[src/rtl/seq_detect_pkg.sv]
// Shared types and sizing helpers for the programmable serial sequence detector.
package seq_detect_pkg;

  localparam int PAT_W_MIN = 2;
  localparam int PAT_W_MAX = 32;

  typedef enum logic [1:0] {
    FILL  = 2'd0,
    ARMED = 2'd1,
    MATCH = 2'd2
  } state_e;

  // Width of the history fill counter, which must hold 0..pat_w-1.
  function automatic int fill_width(input int pat_w);
    return (pat_w > 1) ? $clog2(pat_w) : 1;
  endfunction

endpackage

[src/rtl/seq_history.sv]
// Serial history shift register with a saturating count of valid history bits.
module seq_history
  import seq_detect_pkg::*;
#(
  parameter int PAT_W = 4,
  localparam int FW = fill_width(PAT_W)
) (
  input  logic             clock,
  input  logic             rst,
  input  logic             accept_i,
  input  logic             clear_i,
  input  logic             bit_i,
  output logic [PAT_W-2:0] hist_o,
  output logic [FW-1:0]    fill_o,
  output logic             full_o
);

  localparam logic [FW-1:0] FILL_MAX = FW'(PAT_W - 1);

  logic [PAT_W-2:0] hist_q, hist_d;
  logic [FW-1:0]    fill_q, fill_d;
  logic [PAT_W-1:0] shifted;

  assign shifted = {hist_q, bit_i};

  // Clear wins over accept so a non-overlapping hit restarts from an empty history.
  always_comb begin
    hist_d = hist_q;
    fill_d = fill_q;
    if (clear_i) begin
      hist_d = '0;
      fill_d = '0;
    end else if (accept_i) begin
      hist_d = shifted[PAT_W-2:0];
      fill_d = (fill_q == FILL_MAX) ? fill_q : fill_q + FW'(1);
    end
  end

  always_ff @(posedge clock or negedge rst) begin
    if (!rst) begin
      hist_q <= '0;
      fill_q <= '0;
    end else begin
      hist_q <= hist_d;
      fill_q <= fill_d;
    end
  end

  assign hist_o = hist_q;
  assign fill_o = fill_q;
  assign full_o = (fill_q == FILL_MAX);

endmodule

[src/rtl/seq_detect_prog.sv]
// Run-time programmable serial sequence detector with Mealy/Moore flags and a
// saturating match counter.
module seq_detect_prog
  import seq_detect_pkg::*;
#(
  parameter int             PAT_W   = 4,
  parameter int             CNT_W   = 8,
  parameter logic [PAT_W-1:0] PAT_RST = '0
) (
  input  logic             clock,
  input  logic             rst,
  input  logic             in_valid,
  input  logic             in,
  input  logic             pat_load,
  input  logic [PAT_W-1:0] pat_in,
  input  logic             overlap,
  input  logic             cnt_clr,
  output logic             flag_mealy,
  output logic             flag_moore,
  output logic [CNT_W-1:0] match_cnt,
  output logic             cnt_sat
);

  localparam int FW = fill_width(PAT_W);

  logic [PAT_W-1:0] pattern_q;
  logic [CNT_W-1:0] cnt_q, cnt_d;
  state_e           state_q;
  logic             moore_q;

  logic [PAT_W-2:0] hist;
  logic [FW-1:0]    fill;
  logic             full;
  logic             accept;
  logic             hit;
  logic             hist_clear;
  logic             fill_reached;

  // A load cycle swallows any incoming bit.
  assign accept     = in_valid & ~pat_load;
  assign hit        = accept & full & ({hist, in} == pattern_q);
  assign hist_clear = pat_load | (hit & ~overlap);

  // True when the history will be full after the bit being accepted now.
  assign fill_reached = full | (fill == FW'(PAT_W - 2));

  seq_history #(
    .PAT_W(PAT_W)
  ) u_history (
    .clock   (clock),
    .rst     (rst),
    .accept_i(accept),
    .clear_i (hist_clear),
    .bit_i   (in),
    .hist_o  (hist),
    .fill_o  (fill),
    .full_o  (full)
  );

  always_ff @(posedge clock or negedge rst) begin
    if (!rst) begin
      pattern_q <= PAT_RST;
    end else if (pat_load) begin
      pattern_q <= pat_in;
    end
  end

  always_ff @(posedge clock or negedge rst) begin
    if (!rst) begin
      state_q <= FILL;
      moore_q <= 1'b0;
    end else if (pat_load) begin
      state_q <= FILL;
      moore_q <= 1'b0;
    end else if (accept) begin
      if (hit) begin
        state_q <= MATCH;
        moore_q <= 1'b1;
      end else begin
        state_q <= fill_reached ? ARMED : FILL;
        moore_q <= 1'b0;
      end
    end
  end

  // A clear coinciding with a hit still records that hit.
  always_comb begin
    cnt_d = cnt_q;
    if (cnt_clr) begin
      cnt_d = hit ? CNT_W'(1) : '0;
    end else if (hit && !(&cnt_q)) begin
      cnt_d = cnt_q + CNT_W'(1);
    end
  end

  always_ff @(posedge clock or negedge rst) begin
    if (!rst) begin
      cnt_q <= '0;
    end else begin
      cnt_q <= cnt_d;
    end
  end

  assign flag_mealy = hit;
  assign flag_moore = moore_q;
  assign match_cnt  = cnt_q;
  assign cnt_sat    = &cnt_q;

endmodule

[config.mk]
export PLATFORM = sky130hd
export DESIGN_NAME = seq_detect_prog
export DESIGN_NICKNAME = d
export VERILOG_FILES = /design/src/rtl/seq_detect_pkg.sv /design/src/rtl/seq_history.sv /design/src/rtl/seq_detect_prog.sv
export SDC_FILE = /design/constraint.sdc
export NUM_CORES = 1
export LEC_CHECK = 0
export BUFFER_PORTS_ARGS = -buffer_cell sky130_fd_sc_hd__buf_2
export CORE_MARGIN = 2
export CORE_UTILIZATION = 25
export CTS_BUF_LIST = sky130_fd_sc_hd__clkbuf_8
export DETAILED_ROUTE_END_ITERATION = 8
export MAX_ROUTING_LAYER = met4
export SLEW_MARGIN = 40
export SYNTH_ARGS = -nofsm -noshare
export SYNTH_HDL_FRONTEND = slang
export SYNTH_SLANG_ARGS = --single-unit
[constraint.sdc]
create_clock -name clock -period 2.32 [get_ports clock]
set_input_delay 0.116 -clock clock [delete_from_list [all_inputs] [get_ports clock]]
set_output_delay 0.116 -clock clock [all_outputs]
set_load 0.05 [all_outputs]
Yosys cells after proc, flatten, opt, wreduce, memory -nomap -nowiden
Cells that the tools add are included.
{"block": "totals", "reg_bits": 18, "in_bits": 11, "out_inout_bits": 11, "elab_cells": 35}
{"block": "op_classes", "n_addsub": 2, "eq_ne": 3, "muxes": 11, "bitwise": 7, "n_reduce_logical": 7}
{"cell": "8-bit 2-to-1 mux", "count": 2}
{"cell": "8-bit by 1-bit adder with 8-bit output, second input constant", "count": 1}
{"cell": "8-bit AND reduction", "count": 1}
{"cell": "2-bit 2-to-1 mux", "count": 3}
{"cell": "3-bit 2-to-1 mux", "count": 2}
{"cell": "2-bit nonzero test", "count": 3}
{"cell": "1-bit AND", "count": 4}
{"cell": "4-bit == test", "count": 1}
{"cell": "1-bit 2-to-1 mux", "count": 4}
{"cell": "2-bit by 1-bit adder with 2-bit output, second input constant", "count": 1}
{"cell": "2-bit == test, second input constant", "count": 1}
{"cell": "2-bit by 1-bit inequality test with 1-bit output, second input constant", "count": 1}
{"cell": "1-bit NOT", "count": 2}
{"cell": "2-bit AND reduction", "count": 1}
{"cell": "1-bit logical AND", "count": 1}
{"cell": "1-bit zero test", "count": 1}
{"cell": "1-bit bitwise OR", "count": 1}

Depth between registers and ports, before layout
Gate-level depths: netlist of run 1.
{"block": "logic_depth", "ltp_word": 8, "ltp_mapped": 6, "mapped_depth_nobuf": 5}

Modules after synthesis
Synthesis of run 1 repeated with hierarchy kept, for this count alone.
{"block": "hier_totals", "cells_unflattened": 87, "hier_area_um2": 959.7}
{"mod": "seq_detect_prog", "n_inst": 1, "cells_each": 68, "area_per_inst_um2": 723.2}
{"mod": "seq_history", "n_inst": 1, "cells_each": 19, "area_per_inst_um2": 236.5}

Worst setup path before layout of run 1
Ideal clock, no wire load.
{"block": "synth_path", "path_type": "register to register", "start": "register cnt_q[0] (netlist: match_cnt[0])", "end": "register cnt_q[4] (netlist: match_cnt[4])", "setup_time_ns": 0.128, "arrival_time_ns": 2.260, "required_ns": 2.192, "path_slack_ns": -0.068, "stages_incl_launch_ff": 6, "cell_sequence": "dfrtp_1 -> ha_1 -> nand3_1 -> nor2_1 -> nor4_2 -> mux2_1"}
{"block": "synth_between", "elab_chain_len": 4, "word_cells_on_any_way": 7}
{"item": "from (decl)", "line_no": "seq_detect_prog.sv:27", "text": "logic [CNT_W-1:0] cnt_q, cnt_d;"}
{"item": "from (signal assigned)", "line_no": "seq_detect_prog.sv:100", "text": "cnt_q <= cnt_d;"}
{"item": "8-bit AND reduction"}
{"item": "via cnt_sat", "line_no": "seq_detect_prog.sv:21", "text": "output logic cnt_sat"}
{"item": "1-bit zero test", "line_no": "seq_detect_prog.sv:91", "text": "end else if (hit && !(&cnt_q)) begin"}
{"item": "1-bit logical AND", "line_no": "seq_detect_prog.sv:91"}
{"item": "2-bit nonzero test (no source line)"}
The timed path passes the listed nets, and every way through them passes these cells. The select of a mux whose other input is x is not followed.
A chain may end at the register's enable or synchronous reset.

Worst setup path in the final report of run 1
{"block": "layout_path", "start": "register u_history.fill_q[0] (netlist: u_history.fill_o[0])", "end": "output flag_mealy"}
{"block": "layout_between", "elab_chain_len": 3}
{"item": "from (decl)", "line_no": "seq_history.sv:21", "text": "logic [FW-1:0] fill_q, fill_d;"}
{"item": "from (signal assigned)", "line_no": "seq_history.sv:45", "text": "fill_q <= fill_d;"}
{"item": "2-bit == test", "line_no": "seq_history.sv:51", "text": "assign full_o = (fill_q == FILL_MAX);"}
{"item": "1-bit AND (2 in a row)", "line_no": "seq_detect_prog.sv:41", "text": "assign hit = accept & full & ({hist, in} == pattern_q);"}
{"item": "to (decl)", "line_no": "seq_detect_prog.sv:18", "text": "output logic flag_mealy,"}
Every way passes these cells.

==> flow_summary.yaml, run 1 <==
outcome:
  status: "finished clean"
logic_synthesis:
  synth_seq_cells: 18
  ys_seq_area_share_pct: 44.8
  avgSynthCellArea_sq_um: 10.9
  synthCells: 92
  synth.distinct_cells: 32
  syn_area_sq_um: 1010
  synth_fp_nets: 105
  yosys_warnings: 0
final_layout:
  mostFrequentLayoutCells: "buf_2, dfrtp_1, nor2_1"
  seq_area_sq_um: 450
  stdcell_count: 164
  final_nets: 128
  fillCellCount: 413
  drive_above_1_share_pct: 32.5
  final_common_cell: "buf_2"
  multi_input_area_sq_um: 519
  fin_util_pct: 30.7
  diodes: 0
  area_delta_synth_final_pct: 20.3
worst_setup_path:
  crit_path_start_kind: "flop"
  arrival_ns: 1.82
  path_class: "flop to primary output"
  cp_max_fo: 13
  reg2regPathDepth: 5
  crit_path_end: "flag_mealy"
  timing.rr.start: "u_history.fill_o[0]$_DFFE_PN0P_"
  r2r-end: "match_cnt[0]$_DFFE_PN0P_"
  startpoint: "u_history.fill_o[0]$_DFFE_PN0P_"
  required_ns: 2.20
  reg2reg_slack_ns: 0.45
  cp-end-kind: "primary output"
sta:
  rsz0062_at_grt: "no"
  hold_viol_final: 0
  setup_tns_ns: 0
  slew_viol_final: 0
  final.period_utilization_pct: 83.3
  skew_ns: 0.00307
  fmax_mhz: 518
  worst_pin_slew_ns: 0.669
  final-setup-viol-count: 0
  slew_headroom_pct: 55.3
  period_minus_slack_ns: 1.93
clock_tree:
  cts_tree: "done"
  clk_pin_slew_ns: 0.07
  htree_levels: 1
  insertion_delay_ns: 0.25
  cts_root_buffer: "clkbuf_8"
  clock-sinks: 18
  numCtsBuffers: 3
  clock_path_buffers: 2
  cts_setup_buffers: 0
placed_design:
  place_congestion: 0.756
  post-dp-hpwl_um: 1560
  place_inst: 159
  port_buffers: 21
drt:
  antenna_left: 0
  vias: 753
  first_pass_iters: 4
  wl_per_cell_um: 12.5
  wirelength_um: 2050
  drtIter0Drc: 29
  viasPerCell: 4.59
  drc_errors: 0
pwr:
  total_power_w: 0.000666
  powerDensity_nw_per_um2: 550
  p_leak_nw: 0.588
  ir_worst_vdd_mv: 0.351
die:
  design.die.area_sq_um: 4550
  core_sq_um: 3940
  dieHeight_um: 67.4
  start_util_pct: 25.5
  rows: 23
  pin_count: 22
  die-width_um: 67.4
grt:
  first_global_vias: 824
  grt_pass1_wl_um: 3540
  antenna_found_initial: 0
  grt.overflow.total: 0
  gr-usage-all-layers_pct: 10.2
  grt_max_degree: 19
min_path:
  hold_path.class: "input port to flop"
job:
  cap_violations: 0
[cells in the mapped netlist]
master / n / area [sq um]
inv_1: 2 / 7.51
o31ai_2: 1 / 12.5
o31ai_1: 2 / 15.0
or3_1: 2 / 12.5
xnor2_1: 2 / 17.5
mux2_2: 4 / 45.0
nor3_1: 1 / 5.00
nor4_2: 2 / 25.0
nand4_2: 1 / 12.5
and3b_1: 1 / 8.76
mux2i_1: 5 / 50.1
buf_2: 1 / 5.00
nor2_1: 12 / 45.0
o21ai_0: 3 / 15.0
and3_1: 1 / 6.26
dfrtp_1: 18 / 450
o211a_1: 1 / 10.0
buf_6: 2 / 22.5
o211ai_1: 1 / 7.51
xnor2_2: 3 / 48.8
nand3_1: 3 / 15.0
clkbuf_1: 1 / 3.75
mux2_1: 3 / 33.8
nand2b_1: 3 / 18.8
a21oi_1: 4 / 20.0
nand2_1: 3 / 11.3
ha_1: 2 / 25.0
a21o_1: 1 / 7.51
xor2_1: 1 / 8.76
nor2b_1: 3 / 18.8
nand4_1: 1 / 6.26
or4_1: 2 / 15.0
[routing by layer]
| metal | share of wire [%] | GRT usage [%] |
|---|---|---|
| met5 | 0 | - |
| met4 | 0 | 0 |
| met3 | 6.2 | 3.50 |
| met2 | 49 | 17.9 |
| met1 | 44 | 12.0 |
[report_power, final]
group	internal, W	switching (W)	total [W]
clock	0.000151	0.000104	0.000255
sequential	0.000326	0.0000127	0.000339
combinational	0.0000360	0.0000360	0.0000720
total	0.000513	0.000153	0.000666
[logic make-up after synthesis]
group	after synthesis	synth area share (%)
and+or+nand+nor	35	19.9
DFF	18	44.8
AOI/OAI and AO/OA	13	8.71
muxes	12	12.8
xor gates and xnor gates	6	7.46
buffers and inverters	6	3.86
adders and majority gates	2	2.49
[registers in the layout (all words and copies together) (netlist names)]
signal,flops
u_history.fill_o,2
u_history.hist_o,3
pattern_q,4
match_cnt,8
flag_moore,1
[metrics by stage]
stage	worst slack (ns)	cell area (sq um)	hold WS [ns]
final	0.388	1210	0.0936
after CTS	0.390	1210	0.0894
after global routing	0.239	1210	0.0841
after floorplan	0.194	1010	-0.180
after detailed placement	0.471	1140	0.0798
after global placement	0.548	1140	0.0667
[repair_timing]
item | 4_1_cts | 5_1_grt
gates resized for setup | 0 | 0
endpoints found under the hold margin | 18 | 0
hold buffers | 1 | 0
[worst max-delay path, stage by stage (launching register included)]
cell and delay, ns:
dfrtp_1 0.37, ha_1 0.17, and3b_1 0.18, nand4_2 0.30
nor2_1 0.24, buf_2 0.30
[cell type report]
class,instances,share of cell area [%]
multi-input combinational,68,42.9
sequential,18,37.2
timing repair buffer,22,9.51
tap,50,5.17
clock buffer,4,4.55
inverter,2,0.620
[how the worst min path moves through the flow]
stage	cells past startpoint	endpoint	slack, ns	from
floorplan	0	flag_moore$_DFFE_PN0P_	-0.18	rst
global placement	1	pattern_q[0]$_DFFE_PN0P_	0.07	rst
detailed placement	1	pattern_q[0]$_DFFE_PN0P_	0.08	rst
CTS	2	pattern_q[3]$_DFFE_PN0P_	0.09	pat_in[3]
global route	2	pattern_q[3]$_DFFE_PN0P_	0.08	pat_in[3]
finish	2	pattern_q[3]$_DFFE_PN0P_	0.09	pat_in[3]
Note: power is estimated with default switching activity, not from simulation.
==> inputs of run 2 (changes only) <==
--- a/config.mk
+++ b/config.mk
@@ -5,6 +5,7 @@
 export SDC_FILE = /design/constraint.sdc
 export NUM_CORES = 1
 export LEC_CHECK = 0
+export ABC_AREA = 1
 export BUFFER_PORTS_ARGS = -buffer_cell sky130_fd_sc_hd__buf_2
 export CORE_MARGIN = 2
 export CORE_UTILIZATION = 25
==> constraint.sdc (replaced) <==
create_clock -name clock -period 1.93 [get_ports clock]
set_input_delay 0.0965 -clock clock [delete_from_list [all_inputs] [get_ports clock]]
set_output_delay 0.0965 -clock clock [all_outputs]
set_load 0.05 [all_outputs]
==> run 2 against run 1 <==
Against the previous run:
- sequential share of layout area decreased by 2.6 points
- global-route usage decreased by 0.24 points
- area after synthesis increased by 9.1%
- highest routed layer is now met4
- synthesized cell count increased by 50%
- cell area increased by 8.0%
==> flow_summary.yaml, run 2 <==
clock_tree:
  cts_root_buffer: "clkbuf_8"
  clock_path_buffers: 2
  htree_levels: 1
  ctsResizeCount: 0
  numCtsBuffers: 3
  cts_setup_buffers: 0
  clk_pin_slew_ns: 0.07
  clock-sinks: 18
  insertion_delay_ns: 0.25
  cts_tree: "done"
drt:
  wl_per_cell_um: 10.3
  vias: 889
  first_pass_iters: 4
  wirelength_um: 2180
  drtIter0Drc: 28
  antenna_left: 0
  viasPerCell: 4.17
  drc_errors: 0
final_layout:
  drive_above_1_share_pct: 24.2
  area_delta_synth_final_pct: 19.0
  largest_register_ffs: 8
  diodes: 0
  final_nets: 176
  mostFrequentLayoutCells: "nand2_1, buf_2, inv_1"
  final_common_cell: "nand2_1"
  stdcell_area_sq_um: 1310
sta:
  slew_headroom_pct: 72.6
  final-setup-viol-count: 0
  worst_pin_slew_ns: 0.410
  slew_viol_final: 0
  final.period_utilization_pct: 86.1
  setup_tns_ns: 0
  fmax_mhz: 602
  hold_viol_final: 0
  rsz0062_at_grt: "no"
  skew_ns: 0.00215
  setup_slack_ns: 0.268
  period_minus_slack_ns: 1.66
grt:
  first_global_vias: 835
  grt_pass1_wl_um: 3820
  grt_max_degree: 19
  antenna_found_initial: 0
  gr-usage-all-layers_pct: 9.96
  grt.overflow.total: 0
die:
  core_sq_um: 4290
  design.die.area_sq_um: 4940
  pin_count: 22
  rows: 24
  start_util_pct: 25.6
  dieHeight_um: 70.3
  die-width_um: 70.3
pwr:
  total_power_w: 0.000779
  ir_worst_vdd_mv: 0.238
  p_leak_nw: 0.694
  powerDensity_nw_per_um2: 596
logic_synthesis:
  synth_edf_count: 0
  synth_top_area_share_pct: 41.0
  synth.most_common_cell: "nand2_1"
  avgSynthCellArea_sq_um: 7.95
  synth.distinct_cells: 25
  syn_area_sq_um: 1100
  synth_commonest_cells: "nand2_1, dfrtp_1, inv_1"
  synth_seq_cells: 18
  synthCells: 138
  synth_area_leaders: "dfrtp_1, nand2_1, inv_1"
  ys_seq_area_share_pct: 41.0
  synth_fp_nets: 151
  yosys_warnings: 0
  synth_ff_type: "dfrtp_1"
  async_reset_ff_share_pct: 100
  synth_top_cell_by_area: "dfrtp_1"
placed_design:
  post-dp-hpwl_um: 1770
  dpl_worst_slack_ns: 0.492
  place_area_sq_um: 1250
  port_buffers: 21
  place_congestion: 0.791
outcome:
  status: "finished clean"
worst_setup_path:
  path_class: "flop to primary output"
  cp_max_fo: 5
  crit_path_start_kind: "flop"
  cp-end-kind: "primary output"
  required_ns: 1.83
  arrival_ns: 1.57
min_path:
  hold_path.class: "input port to flop"
job:
  cap_violations: 0
## run 2: final timing paths
| path | from | end | slack [ns] | cells after the start |
|---|---|---|---|---|
| min | pat_in[3] | pattern_q[3]$_DFFE_PN0P_ | 0.05 | 3 |
| max in group asynchronous | rst | match_cnt[0]$_DFFE_PN0P_ | 1.31 | 2 |
| min reg2reg | pattern_q[3]$_DFFE_PN0P_ | pattern_q[3]$_DFFE_PN0P_ | 0.53 | 2 |
| min in group asynchronous | rst | match_cnt[7]$_DFFE_PN0P_ | 0.30 | 2 |
| max | match_cnt[0]$_DFFE_PN0P_ | cnt_sat | 0.27 | 6 |
| max reg2reg | match_cnt[0]$_DFFE_PN0P_ | match_cnt[0]$_DFFE_PN0P_ | 0.49 | 8 |
## run 2: critical path: stages (launching register included)
cell,delay (ns)
dfrtp_2,0.40
ha_1,0.19
nand2_1,0.07
nor2_1,0.16
nand2_1,0.13
inv_1,0.10
buf_2,0.27
## run 2: kinds of logic (layout without fill, tap and decap cells)
| group | Yosys count | count (layout) | share of synthesized area [%] |
|---|---|---|---|
| buf+inv | 23 | 46 | 9.01 |
| simple gates | 79 | 79 | 36.4 |
| fa+ha+maj | 2 | 2 | 2.28 |
| mux | 1 | 1 | 1.03 |
| xor+xnor | 7 | 7 | 6.27 |
| flops | 18 | 18 | 41.0 |
| compound gates | 8 | 8 | 3.99 |
## run 2: report_power, final
part	internal (W)	switching (W)
Sequential	0.000394	0.0000127
Clock	0.000138	0.000121
Combinational	0.0000397	0.0000729
## run 2: stage by stage
stage               util, %  hold WS [ns]  instances
floorplan                 -        -0.199        138
global placement       29.2        0.0630        209
detailed placement     29.2        0.0580        209
CTS                    30.4        0.0519        213
global route           30.4        0.0649        213
finish                 30.4        0.0513        213
## run 2: final cells by class
| class | count | area (sq um) |
|---|---|---|
| well taps | 52 | 65.1 |
| clock buffers | 3 | 41.3 |
| inverters | 21 | 83.8 |
| fillers | 474 | 2990 |
| flip-flops and latches | 18 | 453 |
| multi-input cells | 97 | 548 |
| repair buffers | 22 | 115 |
## run 2: what timing repair did
action | CTS | global route
hold endpoints to repair | 18 | 0
setup endpoints to repair | 0 | 0
hold buffers | 1 | 0
## run 2: per-layer routing
layer  GRT usage (%)  part of all wire, %  vias up
li1                -                    -      482
met1            13.1                   50      393
met2            14.9                   46       12
met3            1.88                  3.0        2
met4            4.49                  1.1        0
met5               -                    0        -
